## src/rtl/clock_logic_pkg.sv

```systemverilog
// Shared types and helpers for the fractional-divider clock control node.
package clock_logic_pkg;

   typedef enum logic [2:0] {
      ST_STOPPED    = 3'd0,
      ST_STARTING   = 3'd1,
      ST_RUNNING    = 3'd2,
      ST_STOPPING   = 3'd3,
      ST_UPDATE_REQ = 3'd4,
      ST_UPDATE_REL = 3'd5
   } state_t;

   typedef struct packed {
      state_t state;
      logic   parent_starting;
      logic   en_s;
      logic   up_s;
   } dbg_t;

   // A ratio is usable only with a non-zero integer part and a proper fraction.
   function automatic logic cfg_ok(input logic [31:0] mfi, input logic [31:0] mfn,
                                   input logic [31:0] mfd);
      return (mfd != 0) && (mfn < mfd) && (mfi != 0);
   endfunction

endpackage

```

## src/rtl/clock_logic_cross_sync_n.sv

```systemverilog
// Multi-flop synchroniser for a single slow level signal from the divider domain.
module clock_logic_cross_sync_n #(
   parameter int STAGES = 2
) (
   input  logic clock,
   input  logic reset,
   input  logic d,
   output logic q
);

   logic [STAGES-1:0] sync_q;

   always_ff @(posedge clock) begin
      if (reset) sync_q <= '0;
      else       sync_q <= {sync_q[STAGES-2:0], d};
   end

   assign q = sync_q[STAGES-1];

endmodule

```

## src/rtl/clock_control_logic_frac_div.sv

```systemverilog
// Clock-tree node for a fractional divider: request fan-in, enable handshake and
// safe stop/update/restart reprogramming of the MFI/MFN/MFD ratios.
module clock_control_logic_frac_div
   import clock_logic_pkg::*;
#(
   parameter int NUM_CHILD     = 2,
   parameter int DIV_W         = 8,
   parameter int SYNC_STAGES   = 2,
   parameter int FILTER_CYCLES = 1,
   parameter int ACK_TIMEOUT   = 1023,
   parameter logic [DIV_W-1:0] RST_MFI = DIV_W'(2),
   parameter logic [DIV_W-1:0] RST_MFN = DIV_W'(3),
   parameter logic [DIV_W-1:0] RST_MFD = DIV_W'(5)
) (
   input  logic                 clock,
   input  logic                 reset,
   output logic                 parent_request,
   input  logic                 parent_ready,
   input  logic                 parent_silent,
   input  logic                 parent_starting,
   input  logic                 parent_stopping,
   input  logic [NUM_CHILD-1:0] child_request,
   output logic [NUM_CHILD-1:0] child_ready,
   output logic                 child_silent,
   output logic                 child_starting,
   output logic                 child_stopping,
   input  logic                 cfg_valid,
   input  logic [DIV_W-1:0]     cfg_mfi,
   input  logic [DIV_W-1:0]     cfg_mfn,
   input  logic [DIV_W-1:0]     cfg_mfd,
   output logic                 cfg_ready,
   output logic                 cfg_error,
   output logic                 async_enable,
   input  logic                 async_enable_ack,
   output logic                 async_update,
   output logic [DIV_W-1:0]     mfi,
   output logic [DIV_W-1:0]     mfn,
   output logic [DIV_W-1:0]     mfd,
   input  logic                 async_update_ack,
   output logic                 ack_fault,
   output dbg_t                 dbg
);

   localparam int FW = (FILTER_CYCLES > 0) ? $clog2(FILTER_CYCLES + 1) : 1;
   localparam int CW = (ACK_TIMEOUT > 0) ? $clog2(ACK_TIMEOUT + 1) : 1;

   // Handshake: cfg_valid and cfg_* are held by the requester until the single
   // cycle cfg_ready pulse; cfg_error qualifies that pulse. While cfg_ready is
   // high the still-asserted cfg_valid belongs to the finished request.
   state_t          state, next_state;
   logic            en_s, up_s;
   logic            any_req, go, cfg_act, cfg_good, accepting, reject, waiting;
   logic            en_req, en_req_d;
   logic [FW-1:0]   filter_cnt;
   logic [CW-1:0]   to_cnt;

   clock_logic_cross_sync_n #(.STAGES(SYNC_STAGES)) u_en_sync (
      .clock (clock),
      .reset (reset),
      .d     (async_enable_ack),
      .q     (en_s)
   );

   clock_logic_cross_sync_n #(.STAGES(SYNC_STAGES)) u_up_sync (
      .clock (clock),
      .reset (reset),
      .d     (async_update_ack),
      .q     (up_s)
   );

   assign any_req   = |child_request;
   assign go        = parent_ready & ~parent_stopping;
   assign cfg_act   = cfg_valid & ~cfg_ready;
   assign cfg_good  = cfg_ok(32'(cfg_mfi), 32'(cfg_mfn), 32'(cfg_mfd));
   assign accepting = (state == ST_STOPPED) || (state == ST_RUNNING);
   assign reject    = cfg_act & accepting & ~cfg_good;
   assign waiting   = (state == ST_STARTING) || (state == ST_STOPPING) ||
                      (state == ST_UPDATE_REQ) || (state == ST_UPDATE_REL);

   always_ff @(posedge clock) begin
      if (reset) state <= ST_STOPPED;
      else       state <= next_state;
   end

   always_comb begin
      next_state = state;
      case (state)
         ST_STOPPED: begin
            if (cfg_act) begin
               if (cfg_good) next_state = ST_UPDATE_REQ;
            end else if (any_req && go) begin
               next_state = ST_STARTING;
            end
         end
         ST_STARTING: begin
            if (parent_stopping) next_state = ST_STOPPING;
            else if (en_s)       next_state = ST_RUNNING;
         end
         ST_RUNNING: begin
            if (!any_req || parent_stopping || (cfg_act && cfg_good)) next_state = ST_STOPPING;
         end
         ST_STOPPING: begin
            if (!async_enable && !en_s) next_state = ST_STOPPED;
         end
         ST_UPDATE_REQ: begin
            if (up_s) next_state = ST_UPDATE_REL;
         end
         ST_UPDATE_REL: begin
            if (!up_s) next_state = ST_STOPPED;
         end
         default: next_state = ST_STOPPED;
      endcase
   end

   always_comb begin
      parent_request = any_req || (state == ST_STARTING) || (state == ST_RUNNING) ||
                       (state == ST_STOPPING);
      child_ready    = (state == ST_RUNNING && parent_ready) ? child_request : '0;
      child_silent   = parent_silent || (state != ST_RUNNING);
      child_starting = (state == ST_STARTING);
      child_stopping = (state == ST_STOPPING);
      en_req_d       = (next_state == ST_STARTING) || (next_state == ST_RUNNING);
      dbg            = '{state: state, parent_starting: parent_starting, en_s: en_s, up_s: up_s};
   end

   always_ff @(posedge clock) begin
      if (reset) begin
         en_req       <= 1'b0;
         filter_cnt   <= '0;
         async_enable <= 1'b0;
         async_update <= 1'b0;
         to_cnt       <= '0;
         ack_fault    <= 1'b0;
         cfg_ready    <= 1'b0;
         cfg_error    <= 1'b0;
         mfi          <= RST_MFI;
         mfn          <= RST_MFN;
         mfd          <= RST_MFD;
      end else begin
         en_req <= en_req_d;
         if (en_req && !en_req_d)  filter_cnt <= FW'(FILTER_CYCLES);
         else if (filter_cnt != '0) filter_cnt <= filter_cnt - 1'b1;

         // Once the enable has dropped during STOPPING it must stay low.
         async_enable <= (en_req || (filter_cnt != '0)) &&
                         !(state == ST_STOPPING && !async_enable);
         async_update <= (state == ST_UPDATE_REQ) && (next_state == ST_UPDATE_REQ);

         if (!waiting || next_state != state) to_cnt <= '0;
         else if (to_cnt != CW'(ACK_TIMEOUT))  to_cnt <= to_cnt + 1'b1;
         if (ACK_TIMEOUT != 0 && waiting && to_cnt == CW'(ACK_TIMEOUT)) ack_fault <= 1'b1;

         cfg_ready <= reject || (state == ST_UPDATE_REL && next_state == ST_STOPPED);
         cfg_error <= reject;

         if (state == ST_STOPPED && next_state == ST_UPDATE_REQ) begin
            mfi <= cfg_mfi;
            mfn <= cfg_mfn;
            mfd <= cfg_mfd;
         end
      end
   end

endmodule

```

## config.mk

```make
export PLATFORM = sky130hd
export DESIGN_NAME = clock_control_logic_frac_div
export DESIGN_NICKNAME = d
export VERILOG_FILES = /design/src/rtl/clock_logic_pkg.sv /design/src/rtl/clock_logic_cross_sync_n.sv /design/src/rtl/clock_control_logic_frac_div.sv
export SDC_FILE = /design/constraint.sdc
export NUM_CORES = 1
export LEC_CHECK = 0
export ABC_CLOCK_PERIOD_IN_PS = 7050
export BUFFER_PORTS_ARGS = -buffer_cell sky130_fd_sc_hd__buf_2
export CAP_MARGIN = 10
export CORE_ASPECT_RATIO = 0.9
export CORE_MARGIN = 4
export CORE_UTILIZATION = 53
export DETAILED_ROUTE_END_ITERATION = 12
export GPL_ROUTABILITY_DRIVEN = 0
export PLACE_DENSITY = 0.88
export SLEW_MARGIN = 5
export SYNTH_ARGS = -nofsm -noshare
export SYNTH_HDL_FRONTEND = slang
export SYNTH_SLANG_ARGS = --single-unit
export TNS_END_PERCENT = 1
```

## constraint.sdc

```tcl
create_clock -name clock -period 7.05 [get_ports clock]
set_clock_uncertainty 0.05 [all_clocks]
set_input_delay 2.115 -clock clock [delete_from_list [all_inputs] [get_ports clock]]
set_output_delay 2.115 -clock clock [all_outputs]
set_load 0.01 [all_outputs]
```

==> summary.md <==
| Metric | Value |
|---|---|
| Synth unique cells | `46` |
| Detail Route Antenna Nets | `0` |
| Syn avg cell area | `9.324 um^2` |
| CTS max path bufs | `2` |
| Worst setup margin | `2.174 ns` |
| Post-synth top flop | `dfxtp_1` |
| Setup TNS Final | `0 ns` |
| Post-CTS Hold Buffers | `0` |
| Drt first-iter violations | `101` |
| Net Sw Frac | `0.2858` |
| Cells after DPL | `346` |
| Total Nets Final | `348` |
| Router iterations before antenna repair | `4` |
| Critical Path Start Type | `primary input` |
| Post-Synthesis Cells | `239` |
| Worst r2r src | `state[2]$_SDFF_PP0_` |
| Total of max-cap violations | `0` |
| Area grow syn2layout | `18.08%` |
| Worst EP required | `4.89 ns` |
| Comb pwr share | `0.216` |
| CP Buf/Inv Count | `2` |
| Core ar. | `4074 um^2` |
| Total GRT Usage | `0.1782` |
| Critical-path top delay cell | `nor2_1` |
| Max transition margin | `0.5446` |
| Sequential Power Share | `0.512` |
| Final Slew Violations | `0` |
| Port bufs | `73` |
| Pre-CTS WS | `2.183 ns` |
| Initial Util | `0.5470` |
| Worst-Margin Slew | `0.6831 ns` |
| Hold Crit Class | `register to register` |
| Via/cell ratio | `5.412` |
| Setup violations, final | `0` |
| Terminus of the critical flop-to-flop path | `filter_cnt$_SDFF_PP0_` |
| Period utilisation layout | `0.6916` |
| Hold Startpoint | `u_en_sync.sync_q[0]$_SDFF_PP0_` |
| CTS resizes | `0` |
| Pwr per Cell Area | `228.4 nW/um^2` |
| Clock Sinks | `48` |
| Max Clk Rate | `0.2051 GHz` |
| VDD IR max | `0.0001468 V` |
| Mapped Nets | `282` |
| Crit end category | `primary output` |
| # DRC | `0` |
| Most common cell after layout, fill and taps aside | `buf_2` |
| Hpwl dp | `3507 um` |
| Hold Crit Depth | `1` |
| Vias in the first global route | `1800` |
| Final instance area | `2631 um^2` |
| Vias | `1916` |
| Antenna cells | `0` |
| Clock transition at path regs | `0.08 ns` |
| Worst path most repeated cell | `buf_2` |
| Post-CTS Setup Bufs | `0` |
| Power Internal | `429.2 uW` |
| # IOs | `76` |
| Share of layout cells above drive strength 1 | `0.2908` |
| Final Hold Viols | `0` |
| #FFs+latches synth | `48` |
| Syn. warnings | `0` |
| Drt total wl | `4699 um` |
| Number of synthesized flops with an enable pin | `0` |
| Die area | `5307 um^2` |
| Status | `finished clean` |
| Switching pwr | `171.7 uW` |
| Die height | `69.52 um` |
| Worst skew pair latency | `0.29 ns` |
| Initial antenna violation count | `0` |
| First-pass GRT wire length | `7914 um` |
| Hold Path Sink | `u_en_sync.sync_q[1]$_SDFF_PP0_` |
| CTS tree | `yes` |
| Clock share of power | `0.271` |
| Dpl cell area | `2539 um^2` |
| Post-route insts no fill | `354` |
| Setup Crit Path Kind | `primary input to primary output` |
| Period minus WS final | `4.876 ns` |
| Post-synth ARST share | `0` |
| CP Cell Sequence | `buf_2, nor2_1, o21ai_0, buf_2` |
| Reg2reg setup slack | `5.07 ns` |
| H-tree levels | `2` |
| Critical path's largest stage delay | `0.22 ns` |
| Pleak | `0.001172 uW` |
| Post-synthesis sequential area ratio | `0.4312` |
| Synthesized cell area | `2228 um^2` |
| CTS Buf Count | `5` |
| WL per Instance | `13.27 um` |
| RSZ-0062 raised after global routing | `false` |
| Worst reg-to-reg path cell count | `6` |
| Grt ovf | `0` |
| Largest net degree at the start of global routing | `40` |
| WP data arrival | `2.71 ns` |
| CP top delay family | `buffers and inverters` |
| Rows | `22` |
| DIE WIDTH | `76.35 um` |
| Clock Tree Root | `clkbuf_8` |
| Most frequent cells in the layout | `73 x buf_2, 48 x dfxtp_1, 43 x nor2_1` |
| CP max FO | `3` |
## power by group through the flow
stage | logic [uW] | registers [uW] | clock network [uW]
final | 130 | 308 | 163
after global routing | 145 | 311 | 179
after CTS | 131 | 308 | 169
after detailed placement | 131 | 314 | 0
after global placement | 127 | 313 | 0
after floorplan | 93.0 | 317 | 0
## layout make-up
type | instances | area, um^2
clock buffer | 6 | 82.58
clock inverter | 2 | 10.01
fill | 354 | 1443
inverter | 11 | 41.29
multi-input combinational | 166 | 1111
sequential | 48 | 960.9
tap | 48 | 60.06
timing repair buffer | 73 | 365.4
## cell usage after synthesis (3+ instances only)
cell      instances  area [um^2]
dfxtp_1          48        960.9
nor2_1           43        161.4
mux2i_1          19        190.2
inv_1            10        37.54
nor2b_1          10        62.56
a21oi_1           9        45.04
ha_1              8        100.1
nand2_1           8        30.03
nand3_1           8        40.04
o21ai_0           7        35.03
clkbuf_1          6        22.52
a211o_1           5        43.79
nor4_1            4        25.02
xnor2_1           4        35.03
and3_1            3        18.77
buf_12            3        60.06
buf_4             3        22.52
nor3_1            3        15.01
nor3b_1           3        22.52
## cell families (layout without fill, tap and decap cells)
kind of cell | after synthesis | after routing | share of synthesized area
simple gates | 97 | 97 | 0.2246
flops | 48 | 48 | 0.4312
compound gates | 36 | 36 | 0.1202
buf+inv | 25 | 92 | 0.07019
mux | 19 | 19 | 0.08534
fa+ha+maj | 8 | 8 | 0.04492
xor+xnor | 6 | 6 | 0.02358
## metrics by stage
step                      utilization  total power [uW]  hold slack [ns]
final                          0.6459             600.9           0.3903
after global routing           0.6459             634.9           0.4105
after CTS                      0.6459             607.3           0.3947
after detailed placement       0.6232             444.3           0.3755
after global placement         0.6232             439.8           0.3662
after floorplan                     -             410.0           0.3587
## state kept, by name (all words and copies together) (netlist names), 2 cells and up
signal and flops:
u_en_sync.sync_q 2, mfn 8, mfd 8, mfi 8, to_cnt 10, u_up_sync.sync_q 2, state 3
## worst max-delay path by stage
stage | from | endpoint | slack [ns] | cells after the start
after floorplan | child_request[1] | parent_request | 2.42 | 2
after global placement | child_request[1] | parent_request | 2.23 | 4
after detailed placement | child_request[1] | parent_request | 2.18 | 4
after CTS | child_request[1] | parent_request | 2.18 | 4
after global routing | child_request[1] | parent_request | 2.08 | 4
final | child_request[1] | parent_request | 2.17 | 4
## metal layers
layer / up-vias / global-route usage / share of wire / wire [um]
li1: 962 / - / - / -
met1: 879 / 0.2213 / 0.45 / 2106
met2: 65 / 0.2868 / 0.45 / 2137
met3: 10 / 0.05455 / 0.079 / 370
met4: 0 / 0.07445 / 0.018 / 85
met5: - / 0 / 0 / 0
Note: power is estimated with default switching activity, not from simulation.
